$ cat config.mk
export PLATFORM = sky130hd
export DESIGN_NAME = mem_dump_tx_flat
export DESIGN_NICKNAME = d
export VERILOG_FILES = /design/src/rtl/mem_dump_tx_pkg.sv /design/src/rtl/mem_dump_if.sv /design/src/rtl/mem_dump_tx_uart_byte_tx.sv /design/src/rtl/mem_dump_tx.sv /design/src/flat_wrapper.sv
export SDC_FILE = /design/constraint.sdc
export NUM_CORES = 1
export LEC_CHECK = 0
export BUFFER_PORTS_ARGS = -buffer_cell sky130_fd_sc_hd__buf_2
export CORE_ASPECT_RATIO = 1.1
export CORE_MARGIN = 2
export CORE_UTILIZATION = 35
export CTS_BUF_LIST = sky130_fd_sc_hd__clkbuf_8
export DETAILED_ROUTE_END_ITERATION = 7
export GPL_ROUTABILITY_DRIVEN = 0
export PLACE_DENSITY_LB_ADDON = 0.15
export SYNTH_ARGS = -nofsm -noshare
export SYNTH_HDL_FRONTEND = slang
export SYNTH_SLANG_ARGS = --single-unit
$ cat constraint.sdc
create_clock -name clk -period 2.8 [get_ports clk]
set_input_delay 0.14 -clock clk [delete_from_list [all_inputs] [get_ports clk]]
set_output_delay 0.14 -clock clk [all_outputs]
set_load 0.03 [all_outputs]
$ cat src/rtl/mem_dump_tx_pkg.sv
// Shared definitions for the memory-dump transmitter.
// Holds the dump FSM state encoding, UART 8N1 frame constants and the
// word/byte geometry used by mem_dump_tx and uart_byte_tx.
package mem_dump_tx_pkg;

    localparam int unsigned WORD_W         = 32;
    localparam int unsigned BYTE_W         = 8;
    localparam int unsigned BYTES_PER_WORD = 4;

    // UART 8N1 framing
    localparam int unsigned FRAME_BITS = 10;
    localparam logic        START_LVL  = 1'b0;
    localparam logic        STOP_LVL   = 1'b1;
    localparam logic        IDLE_LVL   = 1'b1;

    // One serial frame, transmitted LSB (start bit) first
    typedef struct packed {
        logic              stop;
        logic [BYTE_W-1:0] data;
        logic              start;
    } uart_frame_t;

    typedef enum logic [2:0] {
        ST_IDLE = 3'd0,
        ST_READ = 3'd1,
        ST_WAIT = 3'd2,
        ST_SEND = 3'd3,
        ST_CSUM = 3'd4,
        ST_FIN  = 3'd5
    } state_t;

endpackage

$ cat src/rtl/mem_dump_if.sv
// Request / memory-read / serial bundle of the memory-dump transmitter.
//   start, base_addr, word_count : dump request from the host side
//   busy, done                   : dump status
//   mem_oe, mem_addr, mem_rdata  : synchronous 1-cycle-latency read port
//   txd                          : UART serial line
// slave = the transmitter, master = the surrounding system.
interface mem_dump_if
    import mem_dump_tx_pkg::*;
#(
    parameter int unsigned ADDR_W = 14
);
    logic              start;
    logic [ADDR_W-1:0] base_addr;
    logic [ADDR_W:0]   word_count;
    logic              busy;
    logic              done;
    logic              mem_oe;
    logic [ADDR_W-1:0] mem_addr;
    logic [WORD_W-1:0] mem_rdata;
    logic              txd;

    modport master (
        output start, base_addr, word_count, mem_rdata,
        input  busy, done, mem_oe, mem_addr, txd
    );

    modport slave (
        input  start, base_addr, word_count, mem_rdata,
        output busy, done, mem_oe, mem_addr, txd
    );
endinterface

$ cat src/rtl/mem_dump_tx_uart_byte_tx.sv
// uart_byte_tx: 8N1 byte serialiser.
//   clk, rst_async : clock, async active-high reset
//   tx_byte, load  : byte to send and its load strobe
//   txd            : registered serial output, idles high
//   ready_c        : high in the last cycle of the stop bit, so a load in that
//                    cycle starts the next frame with no idle gap
module uart_byte_tx
    import mem_dump_tx_pkg::*;
#(
    parameter int unsigned SERIAL_WCNT = 100
) (
    input  logic              clk,
    input  logic              rst_async,
    input  logic [BYTE_W-1:0] tx_byte,
    input  logic              load,
    output logic              txd,
    output logic              ready_c
);
    localparam int unsigned CNT_W = (SERIAL_WCNT > 1) ? $clog2(SERIAL_WCNT) : 1;
    localparam int unsigned BIT_W = $clog2(FRAME_BITS);

    logic [CNT_W-1:0]  cyc_cnt;
    logic [BIT_W-1:0]  bit_cnt;
    logic [BYTE_W:0]   shreg;     // remaining data bits + stop bit
    logic              active;
    logic              last_cyc;
    logic              last_bit;
    uart_frame_t       frame;

    assign frame    = '{stop: STOP_LVL, data: tx_byte, start: START_LVL};
    assign last_cyc = (cyc_cnt == CNT_W'(SERIAL_WCNT - 1));
    assign last_bit = (bit_cnt == BIT_W'(FRAME_BITS - 1));
    assign ready_c  = active && last_cyc && last_bit;

    // Bit-period counter and frame shifter; start bit goes out on the load edge
    always_ff @(posedge clk or posedge rst_async) begin
        if (rst_async) begin
            txd     <= IDLE_LVL;
            shreg   <= '1;
            bit_cnt <= '0;
            cyc_cnt <= '0;
            active  <= 1'b0;
        end else if (load) begin
            txd     <= frame.start;
            shreg   <= {frame.stop, frame.data};
            bit_cnt <= '0;
            cyc_cnt <= '0;
            active  <= 1'b1;
        end else if (active) begin
            if (last_cyc) begin
                cyc_cnt <= '0;
                if (last_bit) begin
                    active <= 1'b0;
                    txd    <= IDLE_LVL;
                end else begin
                    txd     <= shreg[0];
                    shreg   <= {IDLE_LVL, shreg[BYTE_W:1]};
                    bit_cnt <= bit_cnt + BIT_W'(1);
                end
            end else begin
                cyc_cnt <= cyc_cnt + CNT_W'(1);
            end
        end
    end

endmodule

$ cat src/rtl/mem_dump_tx.sv
// mem_dump_tx: reads word_count words from base_addr over a 1-cycle-latency
// read port and sends each as four 8N1 bytes, LSB first, on txd.
//   clk, rst_async : clock, async active-high reset
//   bus (slave)    : start/base_addr/word_count request, busy/done status,
//                    mem_oe/mem_addr/mem_rdata read port, txd serial line
// Build option: MEM_DUMP_CKSUM_EN appends a 32-bit modulo-2^32 sum of the
// dumped words as four extra bytes after two idle cycles.
module mem_dump_tx
    import mem_dump_tx_pkg::*;
#(
    parameter int unsigned SERIAL_WCNT = 100,
    parameter int unsigned ADDR_W      = 14
) (
    input  logic        clk,
    input  logic        rst_async,
    mem_dump_if.slave   bus
);
    localparam int unsigned CNT_W = ADDR_W + 1;
    localparam int unsigned IDX_W = $clog2(BYTES_PER_WORD);

    state_t            state_q, state_d;
    logic [ADDR_W-1:0] addr_q, addr_d;
    logic [CNT_W-1:0]  remain_q, remain_d;
    logic [WORD_W-1:0] word_q, word_d;     // bytes still to send, next in [7:0]
    logic [IDX_W-1:0]  idx_q, idx_d;
    logic              tx_load_c;
    logic [BYTE_W-1:0] tx_byte_c;
    logic              tx_ready_c;
    logic              byte_last_c;
`ifdef MEM_DUMP_CKSUM_EN
    logic [WORD_W-1:0] sum_q, sum_d;
    logic [1:0]        cph_q, cph_d;       // 0,1: idle gap, 2: sending sum
`endif

    assign byte_last_c = (idx_q == IDX_W'(BYTES_PER_WORD - 1));

    uart_byte_tx #(
        .SERIAL_WCNT (SERIAL_WCNT)
    ) u_uart (
        .clk       (clk),
        .rst_async (rst_async),
        .tx_byte   (tx_byte_c),
        .load      (tx_load_c),
        .txd       (bus.txd),
        .ready_c   (tx_ready_c)
    );

    // Next-state and datapath control
    always_comb begin
        state_d   = state_q;
        addr_d    = addr_q;
        remain_d  = remain_q;
        word_d    = word_q;
        idx_d     = idx_q;
        tx_load_c = 1'b0;
        tx_byte_c = word_q[BYTE_W-1:0];
`ifdef MEM_DUMP_CKSUM_EN
        sum_d     = sum_q;
        cph_d     = cph_q;
`endif
        case (state_q)
            ST_IDLE: begin
                if (bus.start) begin
                    addr_d   = bus.base_addr;
                    remain_d = bus.word_count;
`ifdef MEM_DUMP_CKSUM_EN
                    sum_d    = '0;
`endif
                    state_d  = (bus.word_count == '0) ? ST_FIN : ST_READ;
                end
            end
            ST_READ: state_d = ST_WAIT;
            ST_WAIT: begin
                // read data arrives now; byte 0 is loaded straight from it
                tx_load_c = 1'b1;
                tx_byte_c = bus.mem_rdata[BYTE_W-1:0];
                word_d    = {BYTE_W'(0), bus.mem_rdata[WORD_W-1:BYTE_W]};
                idx_d     = '0;
`ifdef MEM_DUMP_CKSUM_EN
                sum_d     = sum_q + bus.mem_rdata;
`endif
                state_d   = ST_SEND;
            end
            ST_SEND: begin
                if (tx_ready_c) begin
                    if (byte_last_c) begin
                        remain_d = remain_q - CNT_W'(1);
                        addr_d   = addr_q + ADDR_W'(1);
                        if (remain_d != '0) begin
                            state_d = ST_READ;
                        end else begin
`ifdef MEM_DUMP_CKSUM_EN
                            state_d = ST_CSUM;
                            cph_d   = 2'd0;
`else
                            state_d = ST_FIN;
`endif
                        end
                    end else begin
                        tx_load_c = 1'b1;
                        word_d    = {BYTE_W'(0), word_q[WORD_W-1:BYTE_W]};
                        idx_d     = idx_q + IDX_W'(1);
                    end
                end
            end
`ifdef MEM_DUMP_CKSUM_EN
            ST_CSUM: begin
                case (cph_q)
                    2'd0: cph_d = 2'd1;
                    2'd1: begin
                        cph_d     = 2'd2;
                        tx_load_c = 1'b1;
                        tx_byte_c = sum_q[BYTE_W-1:0];
                        word_d    = {BYTE_W'(0), sum_q[WORD_W-1:BYTE_W]};
                        idx_d     = '0;
                    end
                    default: begin
                        if (tx_ready_c) begin
                            if (byte_last_c) begin
                                state_d = ST_FIN;
                            end else begin
                                tx_load_c = 1'b1;
                                word_d    = {BYTE_W'(0), word_q[WORD_W-1:BYTE_W]};
                                idx_d     = idx_q + IDX_W'(1);
                            end
                        end
                    end
                endcase
            end
`endif
            ST_FIN:  state_d = ST_IDLE;
            default: state_d = ST_IDLE;
        endcase
    end

    // State, datapath and registered outputs
    always_ff @(posedge clk or posedge rst_async) begin
        if (rst_async) begin
            state_q      <= ST_IDLE;
            addr_q       <= '0;
            remain_q     <= '0;
            word_q       <= '0;
            idx_q        <= '0;
            bus.mem_oe   <= 1'b0;
            bus.mem_addr <= '0;
            bus.busy     <= 1'b0;
            bus.done     <= 1'b0;
`ifdef MEM_DUMP_CKSUM_EN
            sum_q        <= '0;
            cph_q        <= '0;
`endif
        end else begin
            state_q    <= state_d;
            addr_q     <= addr_d;
            remain_q   <= remain_d;
            word_q     <= word_d;
            idx_q      <= idx_d;
            bus.mem_oe <= (state_d == ST_READ);
            if (state_d == ST_READ) begin
                bus.mem_addr <= addr_d;
            end
            bus.busy   <= (state_d inside {ST_READ, ST_WAIT, ST_SEND, ST_CSUM});
            bus.done   <= (state_d == ST_FIN);
`ifdef MEM_DUMP_CKSUM_EN
            sum_q      <= sum_d;
            cph_q      <= cph_d;
`endif
        end
    end

endmodule

$ cat src/flat_wrapper.sv
// flat-port wrapper written by rule: the top's interface ports become plain ports
module mem_dump_tx_flat import mem_dump_tx_pkg::*;
#(
    parameter int unsigned SERIAL_WCNT = 100,
    parameter int unsigned ADDR_W      = 14
)
  (clk, rst_async, bus_start, bus_base_addr, bus_word_count, bus_mem_rdata, bus_busy, bus_done, bus_mem_oe, bus_mem_addr, bus_txd);
  mem_dump_if #(.ADDR_W(ADDR_W)) bus_i ();
  input  logic clk;
  input  logic rst_async;
  input wire logic [$bits(bus_i.start)-1:0] bus_start;
  input wire logic [$bits(bus_i.base_addr)-1:0] bus_base_addr;
  input wire logic [$bits(bus_i.word_count)-1:0] bus_word_count;
  input wire logic [$bits(bus_i.mem_rdata)-1:0] bus_mem_rdata;
  output wire logic [$bits(bus_i.busy)-1:0] bus_busy;
  output wire logic [$bits(bus_i.done)-1:0] bus_done;
  output wire logic [$bits(bus_i.mem_oe)-1:0] bus_mem_oe;
  output wire logic [$bits(bus_i.mem_addr)-1:0] bus_mem_addr;
  output wire logic [$bits(bus_i.txd)-1:0] bus_txd;
  assign bus_i.start = bus_start;
  assign bus_i.base_addr = bus_base_addr;
  assign bus_i.word_count = bus_word_count;
  assign bus_i.mem_rdata = bus_mem_rdata;
  assign bus_busy = bus_i.busy;
  assign bus_done = bus_i.done;
  assign bus_mem_oe = bus_i.mem_oe;
  assign bus_mem_addr = bus_i.mem_addr;
  assign bus_txd = bus_i.txd;
  mem_dump_tx #(.SERIAL_WCNT(SERIAL_WCNT), .ADDR_W(ADDR_W)) u_core (.clk(clk), .rst_async(rst_async), .bus(bus_i));
endmodule
# Word-level counts from Yosys, hierarchy flattened
# Index checks and enable logic that the tools add are counted.
dict set report word_totals {
  regBits 105
  in_bits 64
  out_inout_bits 18
}
dict set report classes {
  addsub 5
  eq_ne 16
  n_mux 43
  reduce_logical 14
}
# operator n
set op_table {}
lappend op_table {{32-bit two-way mux} 2}
lappend op_table {{32-bit one-hot mux with 2 select lines} 1}
lappend op_table {{15-bit two-way mux} 3}
lappend op_table {{14-bit two-way mux} 3}
lappend op_table {{9-bit two-way mux} 4}
lappend op_table {{15-bit one-hot mux with 2 select lines} 1}
lappend op_table {{14-bit one-hot mux with 2 select lines} 1}
lappend op_table {{7-bit two-way mux} 3}
lappend op_table {{4-bit two-way mux} 4}
lappend op_table {{15-bit logical NOT} 1}
lappend op_table {{3-bit two-way mux} 5}
lappend op_table {{15-bit nonzero test} 1}
lappend op_table {{15-bit by 1-bit subtractor with 15-bit output (second input constant)} 1}
lappend op_table {{14-bit by 1-bit adder with 14-bit output (second input constant)} 1}
lappend op_table {{3-bit by 2-bit == test with 1-bit output (second input constant)} 4}
lappend op_table {{3-bit one-hot mux with 4 select lines} 1}
lappend op_table {{1-bit two-way mux} 10}
lappend op_table {{8-bit two-way mux} 1}
lappend op_table {{2-bit nonzero test} 4}
lappend op_table {{7-bit by 1-bit adder with 7-bit output (second input constant)} 1}
lappend op_table {{7-bit == test (second input constant)} 1}
lappend op_table {{3-bit by 1-bit == test with 1-bit output (second input constant)} 2}
lappend op_table {{3-bit == test (second input constant)} 2}
lappend op_table {{2-bit by 1-bit != test with 1-bit output (second input constant)} 3}
lappend op_table {{other kinds (14)} 18}

# Depth between registers and ports, before layout
# Gate-level depths: netlist (run 1).
dict set report logic_depth {
  word_depth 8
  ltp_mapped 10
  depth_no_buf 8
}

# Modules after synthesis
# Synthesis (run 1) repeated with hierarchy kept, for this count alone.
dict set report unflattened {
  hier_cells 546
  area_unflattened_um2 5357.6
}
# module n_inst cells_per_inst area_per_inst_um2 seq_area_each_um2
set by_module_without_submodules {}
lappend by_module_without_submodules {mem_dump_tx 1 431 4195.3 1876.8}
lappend by_module_without_submodules {uart_byte_tx 1 115 1162.4 536.8}

# Worst setup path before layout (run 1)
# Ideal clock, no wire load.
dict set report synth_path {
  path_kind {register -> register}
  startpoint {register u_core.remain_q[0]}
  endpoint {register u_core.bus.mem_addr[10]}
  arrival_ps 2359
  slack_ps 316
  stages_incl_launch_ff 10
  n_path_buf 1
  path_cell_list {dfrtp_1 inv_1 ha_1 or4b_1 xnor2_1 o31ai_1 nand4_2 nand3_4 buf_6 mux2_4}
}
dict set report synth_between {
  elab_chain_len 7
}
# element line_no
set synth_rtl {}
lappend synth_rtl {{start, declared} mem_dump_tx.sv:23} ;# logic [CNT_W-1:0] remain_q, remain_d;
lappend synth_rtl {{start signal, assigned} mem_dump_tx.sv:155} ;# remain_q <= remain_d;
lappend synth_rtl {{15-bit by 1-bit subtractor with 15-bit output} mem_dump_tx.sv:87} ;# remain_d = remain_q - CNT_W'(1);
lappend synth_rtl {{15-bit nonzero test} mem_dump_tx.sv:89} ;# if (remain_d != '0) begin
lappend synth_rtl {{3-bit two-way mux} mem_dump_tx.sv:89}
lappend synth_rtl {{3-bit two-way mux} mem_dump_tx.sv:86} ;# if (byte_last_c) begin
lappend synth_rtl {{3-bit two-way mux} mem_dump_tx.sv:85} ;# if (tx_ready_c) begin
lappend synth_rtl {{3-bit one-hot mux with 4 select lines} mem_dump_tx.sv:61} ;# case (state_q)
lappend synth_rtl {{3-bit by 1-bit == test with 1-bit output} mem_dump_tx.sv:159} ;# if (state_d == ST_READ) begin
lappend synth_rtl {{end signal, assigned} mem_dump_tx.sv:160} ;# bus.mem_addr <= addr_d;
lappend synth_rtl {{end, declared} mem_dump_if.sv:29} ;# output busy, done, mem_oe, mem_addr, txd
# No other way between the ends.
# A chain may end at the register's enable or synchronous reset.

# Final worst setup path (run 1)
dict set report layout_path {
  startpoint {register u_core.remain_q[1]}
  endpoint {register u_core.bus.mem_addr[13]}
}
# The elaborated chain is that of the path after synthesis.

==> impl_metrics.ini, run 1 <==
[run_status]
status = complete, no violations

[route]
vias = 4255
routed_wl_um = 12300
firstDrtPassIters = 4
drc = 0
wire_per_inst_um = 14.8
detail-route-antenna-nets = 0
dr.first_iter.drc_count = 205
viasPerCell = 5.15

[clock_tree]
cts_sinks = 96
clock_latency_ns = 0.38
h-tree-depth = 3
cts_tree = yes
cts_resized = 0
cts_buffers = 9
clock_path_buffers = 2
clk_pin_slew_ns = 0.11
postCtsSetupBuffers = 0
root_buffer = clkbuf_8

[timing]
rsz0062_at_grt = false
fin_crit_ns = 2.60
hold_violations = 0
setup_tns_ns = 0
tightest_slew_ns = 0.693
fin_ws_ns = 0.199
relSlewSlack_pct = 53.7
fin_crit_sh_pct = 92.9
maxSlewViolCount = 0
setup_viol = 0
finClkSkew_ns = 0.0169
timing.fmax_mhz = 384
whs_ns = 0.0106

[setup_path]
arrival_ns = 2.88
cp-end-kind = flip-flop
rr_startpoint = u_core.remain_q[1]
critical_path_required_ns = 3.07
crit_fanout = 15
crit_type = flip-flop to flip-flop
cp-start-kind = flip-flop
critPathLaunch = u_core.remain_q[1]

[final_layout]
layoutNonFillerInstCount = 826
antenna_cells = 0
fin_nets = 704
drive_gt1_share_pct = 23.7
area_growth_syn_to_layout_pct = 21.8
final_util_pct = 43.6
design_area_um2 = 6040

[synthesis]
yosysWarnings = 0
syn_inst = 532
synth_area_um2 = 4960
synthesis.nets = 603
async_flop_share_pct = 100
synth_cell_type_count = 56
ys_seq_area_share_pct = 48.7
synth-seq-cells = 96
synth_edf_count = 0
yosys_most_used_dff = dfrtp_1
avgSynthCellArea_um2 = 9.32

[floorplanning]
fp.dieW_um = 117
dieHeight_um = 129
die-area_um2 = 15100
start_util_pct = 35.8
ios = 82
core_area_um2 = 13900
placementRows = 45

[min_path]
min_path_type = input pin to flip-flop
hp-start = bus_mem_rdata[0]

[power_and_ir_drop]
leakage_nw = 2.66
finalPower_mw = 3.37
ir_worst_vdd_mv = 0.200
p_per_area_nw_per_um2 = 558

[grt]
grt_pass1_wl_um = 20700
track_usage_pct = 16.8
grt_pass1_vias = 4180
grt_max_degree = 60
grt-ovfl-total = 0
antenna_found_initial = 0

[placement]
hpwl_um = 8590
placed_area_um2 = 5590
dp_cells = 785
dp_slack_ns = 0.149
io_buffers = 81

[flow_run]
maxCapViolCount = 0
registers in the layout, summed over array words and instances, names as in the netlist:
signal / cells
u_core.u_uart.bit_cnt: 4
u_core.bus.mem_oe: 1
u_core.state_q: 3
u_core.bus.mem_addr: 14
u_core.idx_q: 2
u_core.u_uart.txd: 1
u_core.u_uart.cyc_cnt: 7
u_core.bus.done: 1
u_core.u_uart.shreg: 8
u_core.word_q: 24
u_core.remain_q: 15
u_core.addr_q: 14
u_core.u_uart.active: 1
u_core.bus.busy: 1
critical path, cell delays in order, from the launching register on:
cell     delay, ns
dfrtp_1       0.42
inv_1         0.10
ha_1          0.26
or4b_1        0.52
xnor2_1       0.15
o31ai_1       0.24
nand4_2       0.17
nand3_4       0.25
mux2_2        0.37
kinds of logic after synthesis:
logic type	after synthesis	share of synthesized area (%)
AO/OA/AOI/OAI	126	16.3
flip-flops	96	48.7
XOR/XNOR	8	1.41
buffers and inverters	41	3.66
AND/OR/NAND/NOR	238	23.9
adder cells (fa/ha/maj)	7	1.77
multiplexers	16	4.29
cell usage in the layout, fill, tap and decap left out, types with 15 or more instances in the layout:
cell and count:
dfrtp_1 87, nand2_1 84, buf_2 81, nor2_1 60, o21ai_0 38, dlygate4sd3_1 25, nand3_1 24, a31oi_1 20
a21oi_1 19, a22oi_1 16, nor3_1 15
where the power goes:
| group | switching (mW) | total, mW | internal [mW] |
|---|---|---|---|
| combinational | 0.331 | 0.623 | 0.292 |
| clock | 0.530 | 0.951 | 0.421 |
| sequential | 0.188 | 1.79 | 1.60 |
| total | 1.05 | 3.37 | 2.32 |
cells in the mapped netlist (2+ instances only):
library cell  instances  area (um2)
xnor2_1               3        26.3
inv_1                10        37.5
o211ai_1              9        67.6
o31ai_1               2        15.0
nor4b_2               2        30.0
a221o_1               8        80.1
or3_1                 5        31.3
a31oi_1              20         125
nand4_1               7        43.8
nor4b_1               2        17.5
and2_1                3        18.8
nand3_1              24         120
a311oi_1              2        17.5
o21ai_0              38         190
and3_1                4        25.0
o311ai_1              4        35.0
mux2_2                6        67.6
ha_1                  7        87.6
dfstp_2               9         236
or4_1                 2        15.0
nor4_1                7        43.8
a22oi_1              16         120
nor3_2                2        20.0
a21oi_1              19        95.1
nor2_1               60         225
nand2_1              84         315
buf_6                 2        22.5
mux2_4                9         135
nor3_1               16        80.1
and3b_1               3        26.3
o22ai_1               2        12.5
clkbuf_1             21        78.8
xor2_1                5        43.8
nand4b_1              2        17.5
a2bb2oi_1             3        26.3
nand3b_1              2        15.0
buf_2                 7        35.0
dfrtp_1              87        2180
area by class of cell:
cell class / count / area [um2]
Fill cell: 1418 / 7820
Clock inverter: 7 / 76.3
Clock buffer: 9 / 124
Timing Repair Buffer: 121 / 781
Sequential cell: 96 / 2410
Multi-Input combinational cell: 395 / 2370
Tap cell: 188 / 235
Inverter: 10 / 38.8
routing by layer:
metal / vias up / wire, um / GRT usage (%)
met2: 63 / 6000 / 28.7
li1: 2125 / - / -
met1: 2058 / 5800 / 22.2
met4: 0 / 141 / 4.75
met5: - / 0 / 0
met3: 9 / 321 / 2.75
final timing paths:
path | to | slack (ns) | cells after the start
max reg2reg | u_core.bus.mem_addr[13] | 0.20 | 8
min | u_core.u_uart.shreg[0] | 0.01 | 2
max in group asynchronous | u_core.u_uart.shreg[2] | 1.61 | 4
min reg2reg | u_core.idx_q[0] | 0.50 | 1
min in group asynchronous | u_core.addr_q[3] | 0.39 | 3
max | u_core.bus.mem_addr[13] | 0.20 | 8
repair_timing:
| item | 4_1_cts | 5_1_grt |
|---|---|---|
| hold endpoints to repair | 58 | 3 |
| endpoints found under the setup margin | 0 | 4 |
| hold buffers | 22 | 3 |
Power figures use the tool's default switching activity.
==> inputs of run 2 (changes only) <==
CTS_BUF_LIST = sky130_fd_sc_hd__clkbuf_4 sky130_fd_sc_hd__clkbuf_8   (was sky130_fd_sc_hd__clkbuf_8)
PLACE_DENSITY = 0.66   (was unset)
PLACE_DENSITY_LB_ADDON = unset   (was 0.15)
==> impl_metrics.ini, run 2 (synthesis gave the netlist of run 1 again) <==
[run_status]
status = complete, no violations

[clock_tree]
cts_tree = yes
clock_path_buffers = 2
cts_sinks = 96
clock_latency_ns = 0.37
postCtsSetupBuffers = 0
h-tree-depth = 3
root_buffer = clkbuf_8
cts_buffers = 9
clk_pin_slew_ns = 0.09

[final_layout]
final_common_cell = dfrtp_1
area_growth_syn_to_layout_pct = 20.0
fill_cells = 1393
multi_input_area_um2 = 2400
layoutNonFillerInstCount = 818
largest_reg_flops = 24
final_util_pct = 43.0
drive_gt1_share_pct = 24.9
largest_register = u_core.word_q
seq_area_um2 = 2410
reg_top3 = u_core.word_q: 24 flops, u_core.remain_q: 15 flops
design_area_um2 = 5950
antenna_cells = 0
fin_nets = 696
layout_common_cells = 87 x dfrtp_1, 84 x nand2_1, 81 x buf_2

[setup_path]
cp-end-kind = flip-flop
cp_num_buf_inv = 1
cp_slowest_cell = or4b_4
cp_top_family = simple AND/OR/NAND/NOR gates
crit_chain = inv_1, ha_2, or4b_4, xnor2_1, o31ai_2, nand4_2, nand3_4, mux2_2
crit_fanout = 8
crit_type = flip-flop to flip-flop
arrival_ns = 2.93
cp-start-kind = flip-flop
slowest_delay_ns = 0.50
critical_path_required_ns = 3.07

[grt]
track_usage_pct = 16.2
grt-ovfl-total = 0
grt_pass1_wl_um = 20100
met3_usage_pct = 2.88
gr-usage-met1_pct = 21.6
met2_usage_pct = 27.3
antenna_found_initial = 0
grt_pass1_vias = 4137
grt_max_degree = 52
busiest_layer = met2

[route]
firstDrtPassIters = 5
detail-route-antenna-nets = 0
dr.first_iter.drc_count = 350
viasPerCell = 5.28
wire_per_inst_um = 15.0
routed_wl_um = 12300
drc = 0
vias = 4321

[floorplanning]
placementRows = 45
ios = 82
die-area_um2 = 15100
dieHeight_um = 129
start_util_pct = 35.8
core_area_um2 = 13900
fp.dieW_um = 117

[flow_run]
maxCapViolCount = 0

[placement]
io_buffers = 81
hpwl_um = 8690
dp_slack_ns = 0.0965
dp_cells = 787
placed_area_um2 = 5600

[timing]
tightest_slew_ns = 0.774
fin_crit_sh_pct = 94.9
finClkSkew_ns = 0.0139
hold_violations = 0
setup_viol = 0
timing.fmax_mhz = 376
fin_ws_ns = 0.143
fin_crit_ns = 2.66
rsz0062_at_grt = false
relSlewSlack_pct = 48.3
setup_tns_ns = 0
maxSlewViolCount = 0

[power_and_ir_drop]
p_per_area_nw_per_um2 = 551
ir_worst_vdd_mv = 0.248
leakage_nw = 2.61

[min_path]
min_path_type = input pin to flip-flop
==> run 2: final cells by class <==
type,instances,share of cell area (%)
clock buffers,12,2.57
clock inverters,4,0.484
well taps,188,3.95
multi-input cells,396,40.3
repair buffers,112,11.5
flip-flops and latches,96,40.6
inverters,10,0.652
==> run 2: per-layer routing <==
metal | up-vias | share of wire, %
met2 | 109 | 49
met1 | 2078 | 46
met5 | - | 0
met3 | 16 | 4.5
met4 | 0 | 1.2
li1 | 2118 | -
==> run 2: worst reg2reg max path: stages (launching register included) <==
cell and delay (ns):
dfrtp_1 0.43, inv_1 0.11, ha_2 0.24, or4b_4 0.50, xnor2_1 0.16, o31ai_2 0.22
nand4_2 0.28, nand3_4 0.25, mux2_2 0.37
==> run 2: stage by stage <==
step	total power [mW]	hold slack, ns
after floorplan	2.21	0.242
after global placement	2.39	0.313
final	3.28	0.0113
after global routing	3.46	0.00558
after detailed placement	2.43	0.311
after CTS	3.31	0.00202
==> run 2: timing repair <==
action,4_1_cts,5_1_grt
resized for setup,0,4
endpoints found under the hold margin,53,1
hold buffers,13,1
setup endpoints to repair,0,14
==> run 2: report_power, final <==
| part | internal (mW) | total [mW] | leakage (nW) | switching [mW] |
|---|---|---|---|---|
| Combinational | 0.285 | 0.626 | 1.39 | 0.341 |
| Sequential | 1.60 | 1.80 | 1.13 | 0.190 |
| Clock | 0.369 | 0.860 | 0.0898 | 0.490 |
| Total | 2.26 | 3.28 | 2.61 | 1.02 |
==> run 2: worst paths after layout <==
path / startpoint / to / slack, ns / cells past startpoint
worst max-delay path: u_core.remain_q[1] / u_core.bus.mem_addr[2] / 0.14 / 8
worst min-delay path: bus_mem_rdata[16] / u_core.word_q[8] / 0.01 / 3
worst max register to register: u_core.remain_q[1] / u_core.bus.mem_addr[2] / 0.14 / 8
worst min register to register: u_core.idx_q[0] / u_core.idx_q[0] / 0.51 / 1
max in group asynchronous: rst_async / u_core.u_uart.txd / 1.57 / 4
min in group asynchronous: rst_async / u_core.addr_q[13] / 0.43 / 3
==> inputs of run 3 (changes only) <==
ABC_AREA = 1   (was unset)
PLACE_DENSITY = 0.65   (was 0.66)
==> impl_metrics.ini, run 3 <==
[run_status]
status = complete, but fails checks
violations = negative hold slack

[synthesis]
yosysMostFrequentCell = nand2_1
yosys.area.top_type = dfrtp_1
synth_common_cells = 205 x nand2_1, 92 x inv_1, 87 x dfrtp_1, 70 x o21ai_0, 58 x nand3_1
synth_top_area_share_pct = 40.2
yosysWarnings = 0
synth_cell_type_count = 43
yosys_most_used_dff = dfrtp_1
synth-seq-cells = 96
synth_area_leaders = dfrtp_1 40%, nand2_1 14%, o21ai_0 6.5%, inv_1 6.4%, nand3_1 5.4%
avgSynthCellArea_um2 = 7.60
ys_seq_area_share_pct = 44.6
synth_edf_count = 0
synth_area_um2 = 5410
async_flop_share_pct = 100
synthesis.nets = 783
syn_inst = 712

[route]
wire_per_inst_um = 13.0
detail-route-antenna-nets = 0
drc = 0
vias = 4803
dr.first_iter.drc_count = 304
routed_wl_um = 13000
viasPerCell = 4.80
firstDrtPassIters = 4

[grt]
grt_pass1_vias = 4475
antenna_found_initial = 0
track_usage_pct = 16.8
grt_pass1_wl_um = 21600
grt_max_degree = 82
grt-ovfl-total = 0

[floorplanning]
start_util_pct = 35.8
dieHeight_um = 134
ios = 82
fp.dieW_um = 123
placementRows = 47
core_area_um2 = 15100
die-area_um2 = 16500

[clock_tree]
cts_resized = 0
cts_buffers = 9
clock_path_buffers = 2
clock_latency_ns = 0.39
root_buffer = clkbuf_8
clk_pin_slew_ns = 0.09
cts_tree = yes
cts_sinks = 96
h-tree-depth = 3

[placement]
io_buffers = 81
dp_cells = 973
placed_area_um2 = 6000
hpwl_um = 9320
dp_slack_ns = 0.447

[final_layout]
largest_register = u_core.word_q
multi_input_area_um2 = 2500
seq_area_um2 = 2410
layoutNonFillerInstCount = 1000
layout_common_cells = 205 x nand2_1, 90 x inv_1, 87 x dfrtp_1
largest_reg_flops = 24
drive_gt1_share_pct = 17.8
final_common_cell = nand2_1
reg_top3 = u_core.word_q: 24 flops, u_core.remain_q: 15 flops
area_growth_syn_to_layout_pct = 16.7
design_area_um2 = 6310
fin_nets = 870
antenna_cells = 0
fill_cells = 1533

[timing]
rsz0062_at_grt = false
timing.fmax_mhz = 426
relSlewSlack_pct = 31.0
hold_violations = 6
finClkSkew_ns = 0.0170
tightest_slew_ns = 1.04
setup_viol = 0
fin_crit_sh_pct = 83.8
fin_ws_ns = 0.454
fin_crit_ns = 2.35
maxSlewViolCount = 0
setup_tns_ns = 0
whs_ns = -0.0241

[setup_path]
critPathMostFrequentCell = nand2_1
slowest_delay_ns = 0.41
crit_fanout = 17
crit_type = flip-flop to flip-flop
critical_path_required_ns = 3.04
cp_slowest_cell = dfrtp_1
arrival_ns = 2.59
crit_chain = inv_1, ha_1, nand2_1, o21ai_0, nand2_1, nor2_1, nand2_1, nor2_1, nand3_4, nand3_4, nand3_1
cp-end-kind = flip-flop
cp-start-kind = flip-flop

[power_and_ir_drop]
ir_worst_vdd_mv = 0.269
finalPower_mw = 5.03
p_per_area_nw_per_um2 = 797
leakage_nw = 3.14

[min_path]
min_path_type = input pin to asynchronous set/reset pin

[flow_run]
maxCapViolCount = 0
[run 3: report_power, final]
group          total, mW  switching (mW)  internal [mW]
registers           2.26           0.331           1.93
clock network      0.948           0.482          0.467
logic               1.82            1.20          0.627
total               5.03            2.01           3.02
[run 3: timing repair]
item                      in CTS  in global routing
hold buffers                  10                  1
hold endpoints to repair      10                  1
buffers inserted               0                  0
[run 3: final timing paths]
path	slack, ns	end	start	cells after the start
setup / recovery	0.45	u_core.bus.busy	u_core.remain_q[0]	11
hold / removal	-0.02	u_core.word_q[4]	rst_async	2
setup reg to reg	0.45	u_core.bus.busy	u_core.remain_q[0]	11
hold reg to reg	0.46	u_core.state_q[0]	u_core.state_q[2]	1
max in group asynchronous	2.06	u_core.remain_q[14]	rst_async	3
min in group clk	0.02	u_core.word_q[17]	bus_mem_rdata[25]	3
[run 3: through the flow]
stage	hold slack, ns	util (%)
6_report	-0.0241	41.8
4_1_cts	0.00334	41.7
2_1_floorplan	0.287	-
3_5_place_dp	0.386	39.7
5_1_grt	0.0210	41.8
3_3_place_gp	0.380	39.7
[run 3: layout make-up]
type / instances / share of cell area (%)
Tap cell: 196 / 3.88
Multi-Input combinational cell: 494 / 39.5
Clock inverter: 3 / 0.674
Inverter: 96 / 5.79
Timing Repair Buffer: 102 / 9.35
Clock buffer: 13 / 2.54
Sequential cell: 96 / 38.2
[run 3: critical path: cells and delay by family, from the launching register on]
kind,cells,cell delay [ns]
and+or+nand+nor,8,1.15
DFF,1,0.41
AOI/OAI and AO/OA,1,0.26
adders and majority gates,1,0.24
buffers and inverters,1,0.16
[run 3: logic make-up (layout without fill, tap and decap cells)]
kind of cell / after synthesis / after routing / share of synthesized area (%)
mux: 1 / 1 / 0.185
flops: 96 / 96 / 44.6
xor+xnor: 6 / 6 / 0.972
simple gates: 356 / 356 / 29.7
fa+ha+maj: 7 / 7 / 1.62
buf+inv: 122 / 214 / 9.21
compound gates: 124 / 124 / 13.7
[run 3: metal layers]
metal	global-route usage [%]	vias up	part of all wire, %	routed length (um)
met5	0	-	0	0
met4	7.02	0	2.2	280
met3	2.47	15	2.9	383
met2	26.6	71	48	6260
met1	22.9	2207	47	6070
li1	-	2510	-	-
